<file path="src/rtl/wdt_ctrl.sv">
// System-clock-side watchdog controller: bus registers, stretched kick pulses, WTO sync and irq.
// Optional feature: define WDT_LOCK_EN to require a KEY unlock before CTRL/TOCNT writes.
module wdt_ctrl #(
   parameter int unsigned HOLD_CYC  = 4,
   parameter logic [31:0] TOCNT_RST = 32'hFFFF_FFFF
) (
   input  logic        clk,
   input  logic        rst_n,
   input  logic        req_valid_i,
   output logic        req_ready_o,
   input  logic        req_write_i,
   input  logic [2:0]  req_addr_i,
   input  logic [31:0] req_wdata_i,
   output logic        rsp_valid_o,
   output logic [31:0] rsp_rdata_o,
   output logic        rsp_err_o,
   output logic        WDEN_o,
   output logic        WDLIVE_o,
   output logic [31:0] WTOCNT_o,
   input  logic        WTO_i,
   output logic        irq_o
);

   localparam logic [2:0] A_CTRL   = 3'd0;
   localparam logic [2:0] A_LIVE   = 3'd1;
   localparam logic [2:0] A_TOCNT  = 3'd2;
   localparam logic [2:0] A_STATUS = 3'd3;
   localparam logic [2:0] A_KEY    = 3'd4;
   localparam logic [7:0] CNT_RELOAD = 8'(HOLD_CYC - 1);

   typedef enum logic [1:0] {K_IDLE, K_HOLD, K_GAP} kick_state_e;

   kick_state_e kick_state_q;
   logic [7:0]  kick_cnt_q;
   logic        pending_q, wdlive_q;

   logic        en_q, en_d, ie_q, ie_d;
   logic [31:0] tocnt_q, tocnt_d;
   logic        to_q, to_d, irq_q, wden_q;
   logic        rsp_valid_q, rsp_err_q;
   logic [31:0] rsp_rdata_q;
   logic [2:0]  wto_sync_q;

   logic        accept, kick_req, clr_to, wto_rise, busy, cfg_ok, err;
   logic [31:0] rd_data;

`ifdef WDT_LOCK_EN
   localparam logic [31:0] KEY_VALUE = 32'h5A5A_1234;
   logic unlocked_q, unlocked_d;
   assign cfg_ok = unlocked_q;
`else
   assign cfg_ok = 1'b1;
`endif

   // Ready drops during the response cycle, so at most one request is outstanding.
   assign req_ready_o = ~rsp_valid_q;
   assign accept      = req_valid_i & req_ready_o;
   assign busy        = (kick_state_q != K_IDLE);
   assign wto_rise    = wto_sync_q[1] & ~wto_sync_q[2];

   always_comb begin
      en_d     = en_q;
      ie_d     = ie_q;
      tocnt_d  = tocnt_q;
      clr_to   = 1'b0;
      kick_req = 1'b0;
      rd_data  = '0;
      err      = 1'b0;
`ifdef WDT_LOCK_EN
      unlocked_d = unlocked_q;
`endif
      if (accept) begin
         case (req_addr_i)
            A_CTRL: begin
               if (!req_write_i)  rd_data = {30'b0, ie_q, en_q};
               else if (cfg_ok)   {ie_d, en_d} = req_wdata_i[1:0];
               else               err = 1'b1;
            end
            A_LIVE:  kick_req = req_write_i & en_q;
            A_TOCNT: begin
               if (!req_write_i)           rd_data = tocnt_q;
               else if (!cfg_ok || en_q)   err = 1'b1;
               else                        tocnt_d = req_wdata_i;
            end
            A_STATUS: begin
               if (req_write_i) clr_to = req_wdata_i[0];
               else             rd_data = {30'b0, busy, to_q};
            end
`ifdef WDT_LOCK_EN
            A_KEY: if (!req_write_i) rd_data = {31'b0, unlocked_q};
`endif
            default: err = 1'b1;
         endcase
`ifdef WDT_LOCK_EN
         if (req_write_i)
            unlocked_d = (req_addr_i == A_KEY) && (req_wdata_i == KEY_VALUE);
`endif
      end
      // A new edge wins over a same-cycle clear.
      to_d = wto_rise | (to_q & ~clr_to);
   end

   always_ff @(posedge clk or negedge rst_n) begin
      if (!rst_n) begin
         en_q        <= 1'b0;
         ie_q        <= 1'b0;
         tocnt_q     <= TOCNT_RST;
         to_q        <= 1'b0;
         irq_q       <= 1'b0;
         wden_q      <= 1'b0;
         rsp_valid_q <= 1'b0;
         rsp_err_q   <= 1'b0;
         rsp_rdata_q <= '0;
         wto_sync_q  <= '0;
`ifdef WDT_LOCK_EN
         unlocked_q  <= 1'b0;
`endif
      end else begin
         en_q        <= en_d;
         ie_q        <= ie_d;
         tocnt_q     <= tocnt_d;
         to_q        <= to_d;
         irq_q       <= to_q & ie_q;
         wden_q      <= en_q;
         rsp_valid_q <= accept;
         rsp_err_q   <= err;
         rsp_rdata_q <= rd_data;
         wto_sync_q  <= {wto_sync_q[1:0], WTO_i};
`ifdef WDT_LOCK_EN
         unlocked_q  <= unlocked_d;
`endif
      end
   end

   // Kick FSM: a back-to-back pending kick re-enters HOLD straight from the end of GAP.
   always_ff @(posedge clk or negedge rst_n) begin
      if (!rst_n) begin
         kick_state_q <= K_IDLE;
         kick_cnt_q   <= '0;
         pending_q    <= 1'b0;
         wdlive_q     <= 1'b0;
      end else begin
         case (kick_state_q)
            K_IDLE: begin
               if (kick_req || (pending_q && en_q)) begin
                  kick_state_q <= K_HOLD;
                  wdlive_q     <= 1'b1;
                  kick_cnt_q   <= CNT_RELOAD;
                  pending_q    <= 1'b0;
               end
            end
            K_HOLD: begin
               if (kick_req) pending_q <= 1'b1;
               if (kick_cnt_q == 8'd0) begin
                  kick_state_q <= K_GAP;
                  wdlive_q     <= 1'b0;
                  kick_cnt_q   <= CNT_RELOAD;
               end else begin
                  kick_cnt_q   <= kick_cnt_q - 8'd1;
               end
            end
            K_GAP: begin
               if (kick_cnt_q == 8'd0) begin
                  if (kick_req || (pending_q && en_q)) begin
                     kick_state_q <= K_HOLD;
                     wdlive_q     <= 1'b1;
                     kick_cnt_q   <= CNT_RELOAD;
                     pending_q    <= 1'b0;
                  end else begin
                     kick_state_q <= K_IDLE;
                  end
               end else begin
                  kick_cnt_q <= kick_cnt_q - 8'd1;
                  if (kick_req) pending_q <= 1'b1;
               end
            end
            default: begin
               kick_state_q <= K_IDLE;
               wdlive_q     <= 1'b0;
            end
         endcase
         if (!en_q) pending_q <= 1'b0;
      end
   end

   assign rsp_valid_o = rsp_valid_q;
   assign rsp_rdata_o = rsp_rdata_q;
   assign rsp_err_o   = rsp_err_q;
   assign WDEN_o      = wden_q;
   assign WDLIVE_o    = wdlive_q;
   assign WTOCNT_o    = tocnt_q;
   assign irq_o       = irq_q;

endmodule

</file>
<file path="config.mk">
export PLATFORM = sky130hd
export DESIGN_NAME = wdt_ctrl
export DESIGN_NICKNAME = d
export VERILOG_FILES = /design/src/rtl/wdt_ctrl.sv
export SDC_FILE = /design/constraint.sdc
export NUM_CORES = 1
export LEC_CHECK = 0
export ABC_AREA = 1
export BUFFER_PORTS_ARGS = -buffer_cell sky130_fd_sc_hd__buf_2
export CORE_MARGIN = 10
export CORE_UTILIZATION = 39
export DETAILED_ROUTE_END_ITERATION = 8
export PLACE_DENSITY = 0.71
export REMOVE_ABC_BUFFERS = 1
export SYNTH_ARGS = -nofsm -noshare
export SYNTH_HDL_FRONTEND = slang
export SYNTH_SLANG_ARGS = --single-unit
export TNS_END_PERCENT = 10
</file>
<file path="constraint.sdc">
create_clock -name clk -period 1.7 [get_ports clk]
set_input_delay 0 -clock clk [delete_from_list [all_inputs] [get_ports clk]]
set_output_delay 0 -clock clk [all_outputs]
set_load 0.03 [all_outputs]
</file>
-- After elaboration in Yosys (flattened, before gate mapping)
Index checks and enable logic that the tools add are counted.
- flip-flop bits (word level): 86
- output and inout port bits: 70
- bits of input ports: 40
- logic and storage cells: 78
- add/sub/neg operators: 1
- reduce and logical (&&, ||, !) cells: 12
- bitwise logic cells: 10
- multiplexer cells: 32
- equal/unequal tests: 9
- operators by type and width (cell ; number):
    $pmux 32 s3 ; 1
    $mux 32 ; 2
    $mux 8 ; 3
    $pmux 8 s3 ; 1
    $mux 1 ; 16
    $mux 2 ; 5
    $logic_not 8->1 ; 1
    $sub 8x1->8 const B ; 1
    $eq 3x2->1 const B ; 2
    $ne 2x2->1 const B ; 3
    $pmux 1 s3 ; 2
    $pmux 2 s3 ; 1
    $reduce_and 3->1 ; 2
    $and 1x1->1 ; 5
    $ne 4x1->1 const B ; 1
    $not 1->1 ; 4
    $reduce_and 4->1 ; 1
    $eq 3x1->1 const B ; 1
    $logic_not 3->1 ; 1
    $reduce_bool 3->1 ; 1
    $reduce_or 3->1 ; 1
    $eq 2x1->1 const B ; 1
    $eq 2x2->1 const B ; 1
    $logic_not 2->1 ; 1
    6 further kinds ; 6

-- Depth between registers and ports, before layout
- depth after elaboration: 8
- depth in mapped cells: 10
- gate-level depth less buffers: 10

-- Worst setup path after synthesis
OpenSTA, ideal clock, no wires.
- path kind: reg2reg
- start point: register kick_cnt_q[0]
- end point: register kick_state_q[0]
- arrival time: 1.241 ns
- library setup time: 0.125 ns
- buffers on the path: 0
- period minus slack after synthesis: 1.366 ns
- stages on the path, launching flop included: 10
- setup slack: 0.334 ns
- path through: dfrtp_1 -> inv_1 -> ha_1 -> nand2_1 -> nor2_2 -> nand2_1 -> nand2_1 -> nand2_1 -> nand2_1 -> nand2_1
- cells in the longest elaborated chain, start to end: 3
- elaborated cells on any way between the ends: 4
- classes of those cells: eq/ne (2); reduce/logical (2)
- RTL lines (item ; line ; text):
    start: declaration ; 34 ; logic [7:0] kick_cnt_q;
    start signal: assignment ; 159 ; kick_cnt_q <= kick_cnt_q - 8'd1;
    start signal: assignment ; 173 ; kick_cnt_q <= kick_cnt_q - 8'd1;
    $logic_not 8->1 * ; 154, 163 ;
    $ne 2x2->1 (no source line) ; - ;
    $reduce_and 3->1 (no source line) * ; - ;
    end signal: assignment ; 155 ; kick_state_q <= K_GAP;
    end signal: assignment ; 165 ; kick_state_q <= K_HOLD;
    end signal: assignment ; 170 ; kick_state_q <= K_IDLE;
    end: declaration ; 33 ; kick_state_e kick_state_q;
Mark *: on every way between the ends. The rest lies on a longest branch, timed or not.
A chain may end at the register's enable or synchronous reset.

-- Worst setup path after layout
Same ends and word-level chain as after synthesis.

==> impl_metrics.env <==
export IMPL_grt_overflow=0
export IMPL_cp_startpoint="kick_cnt_q[0]"
export IMPL_rr_worst_depth=9
export IMPL_grt_antenna_before_repair=0
export IMPL_max_slew_worst_pin_slew_ns=0.6102
export IMPL_min_to="rsp_err_o"
export IMPL_reg2reg_slack_ns=0.20
export IMPL_instances_no_fill=626
export IMPL_fp_dieH_um=114.6
export IMPL_finalHoldViolCount=0
export IMPL_p_per_area_mw_per_mm2=1212
export IMPL_port_buffers=109
export IMPL_seq_area_frac_synth_pct=62.82
export IMPL_dieWidth_um=114.6
export IMPL_min_delay_start="req_addr_i[2]"
export IMPL_startpoint_type="flop"
export IMPL_clock_sinks=86
export IMPL_ir_drop_mv=0.7227
export IMPL_arrival_ns=1.73
export IMPL_finalClockSkew_ns=0.01091
export IMPL_r2r_start="kick_cnt_q[0]"
export IMPL_min_path_type="in2reg"
export IMPL_fin_nets=558
export IMPL_first_pass_iters=4
export IMPL_grt_pass1_wl_mm=15.14
export IMPL_cp_max_fo=4
export IMPL_cts_buffer_depth=2
export IMPL_synth_cell_types=29
export IMPL_end_kind="flop"
export IMPL_synth_seq_cells=86
export IMPL_drive_gt1_share_pct=33.59
export IMPL_synth_warnings=0
export IMPL_place_hpwl_mm=6.290
export IMPL_core_mm2=0.008721
export IMPL_fin_area_mm2=0.004716
export IMPL_synthArstFlopShare_pct=100.0
export IMPL_finalMaxSlewViolations=0
export IMPL_cts_tree="done"
export IMPL_htreeDepth=3
export IMPL_grt_pass1_vias=3164
export IMPL_num_antenna_cells=0
export IMPL_drc_errors=0
export IMPL_cts_clk_slew_worst_paths_ns=0.08
export IMPL_die_area_mm2=0.01313
export IMPL_area_delta_synth_final_pct=35.14
export IMPL_start_util_pct=40.01
export IMPL_cap_violations=0
export IMPL_ant_nets=0
export IMPL_place_gp_congestion=0.8220
export IMPL_synthCells=363
export IMPL_routed_wl_mm=9.116
export IMPL_reg2reg_to="kick_state_q[0]"
export IMPL_clk_latency_ns=0.35
export IMPL_grt_max_degree=63
export IMPL_hold_depth=3
export IMPL_rsz0062_at_grt="no"
export IMPL_status="complete, no violations"
export IMPL_fp_row_count=34
export IMPL_post_route_min_period_ns=1.505
export IMPL_grt_usage_pct=14.21
export IMPL_viasPerCell=4.655
export IMPL_wl_per_cell_um=14.56
export IMPL_setup_violations=0
export IMPL_placed_cells=574
export IMPL_final_period_utilization_pct=88.51
export IMPL_drt_iter0_drc=95
export IMPL_crit_type="reg2reg"
export IMPL_max_freq_mhz=664.6
export IMPL_synth_main_ff_cell="dfrtp_1"
export IMPL_holdWs_ns=0.03853
export IMPL_num_vias=2914
export IMPL_finalSetupTns_ns=0
export IMPL_cts_root_buffer="clkbuf_8"
export IMPL_placed_cell_area_mm2=0.004146
export IMPL_synth_area_mm2=0.003490
export IMPL_pin_count=110
export IMPL_crit_required_ns=1.92
export IMPL_syn_area_per_cell_um2=9.613
export IMPL_p_leak_nw=2.698
export IMPL_synth_edf_count=0
export IMPL_max_slew_margin_pct=59.32
export IMPL_cts_made_buffers=9
==> state kept, by name, summed over array words and instances (netlist names) <==
register / count
WDEN_o: 1
WTOCNT_o: 32
wto_sync_q: 3
rsp_err_o: 1
WDLIVE_o: 1
en_q: 1
ie_q: 1
kick_cnt_q: 8
rsp_valid_o: 1
kick_state_q: 2
pending_q: 1
irq_o: 1
rsp_rdata_o: 32
to_q: 1
==> kinds of logic after synthesis <==
| family | synth area share, % |
|---|---|
| adder cells (fa/ha/maj) | 1.793 |
| XOR/XNOR | 0.7531 |
| flip-flops | 62.82 |
| multiplexers | 0.3227 |
| buffers and inverters | 8.534 |
| AO/OA/AOI/OAI | 7.888 |
| AND/OR/NAND/NOR | 17.89 |
==> placed cells by master (no fill, tap or decap) <==
master and n:
o221ai_1 2, o22ai_1 1, bufinv_16 1, dfrtp_1 54, inv_8 1, ha_1 5
clkbuf_8 9, nor2_1 71, buf_4 4, buf_2 108, nand4_4 1, inv_1 61
o21ai_1 1, o21ai_2 1, a22oi_1 1, dfstp_2 32, o21ai_0 5, inv_6 3
a31oi_1 1, nand3_1 11, nor2_2 6, nand4_1 2, nand2_2 2, xor2_1 3
dlygate4sd3_1 36, o2111ai_1 1, nand3_2 1, mux2_2 1, buf_12 1, clkbuf_1 1
clkinv_4 1, a21oi_1 38, nor2_4 2, nand2_1 47, nor3_1 3
==> worst max-delay path: stages, from the launching register on <==
cell and delay [ns]:
dfrtp_1 0.38, inv_1 0.10, ha_1 0.19, nand2_1 0.08
nor2_2 0.16, nand2_1 0.15, nand2_2 0.12, nand2_1 0.10
nand2_1 0.07, nand2_1 0.05
==> cell usage after synthesis, types with 2 or more instances <==
library cell	instances	share of area [%]
nor2_1	72	7.7
inv_1	61	6.6
dfrtp_1	54	39
nand2_1	48	5.2
a21oi_1	38	5.4
dfstp_2	32	24
nand3_1	11	1.6
ha_1	5	1.8
nor2_2	5	0.90
o21ai_0	5	0.72
buf_2	4	0.57
buf_6	3	0.97
nor3_1	3	0.43
xor2_1	3	0.75
clkbuf_1	2	0.22
nand4_1	2	0.36
nor2_4	2	0.65
o221ai_1	2	0.50
==> per-stage QoR <==
step	setup slack (ns)	power, mW	util [%]
floorplan	-0.04465	3.711	-
global placement	0.2407	4.137	47.55
detailed placement	0.1873	4.189	47.55
CTS	0.1738	5.756	54.02
global route	0.003788	6.077	54.07
finish	0.1952	5.715	54.07
==> what timing repair did <==
item | in CTS | in global routing
buffers inserted | 0 | 0
resized for setup | 0 | 2
endpoints found under the setup margin | 0 | 2
hold buffers | 36 | 0
hold endpoints to repair | 99 | 0
==> area by class of cell <==
type / instances / area, µm²
Clock inverter: 6 / 76.32
Timing Repair Buffer: 149 / 950.9
Sequential cell: 86 / 2192
Multi-Input combinational cell: 206 / 1005
Inverter: 61 / 229.0
Clock buffer: 10 / 127.6
Fill cell: 741 / 4005
Tap cell: 108 / 135.1
==> where the power goes <==
group | switching, mW | internal, mW
clock network | 0.773 | 0.709
logic | 1.12 | 0.536
registers | 0.164 | 2.41
==> worst max-delay path by stage <==
stage | endpoint | slack [ns]
after global routing | kick_state_q[0] | 0.004
after global placement | kick_state_q[0] | 0.24
after CTS | kick_state_q[0] | 0.17
after detailed placement | kick_state_q[0] | 0.19
final | kick_state_q[0] | 0.20
after floorplan | WTOCNT_o[1] | -0.04
==> layer usage <==
metal / global-route usage, % / wire length (µm) / vias up
met2: 23.33 / 4389 / 93
met3: 8.176 / 1141 / 9
met4: 4.177 / 77 / 0
met1: 15.18 / 3507 / 1397
li1: - / - / 1415
met5: 0 / 0 / -
Power figures use the tool's default switching activity.
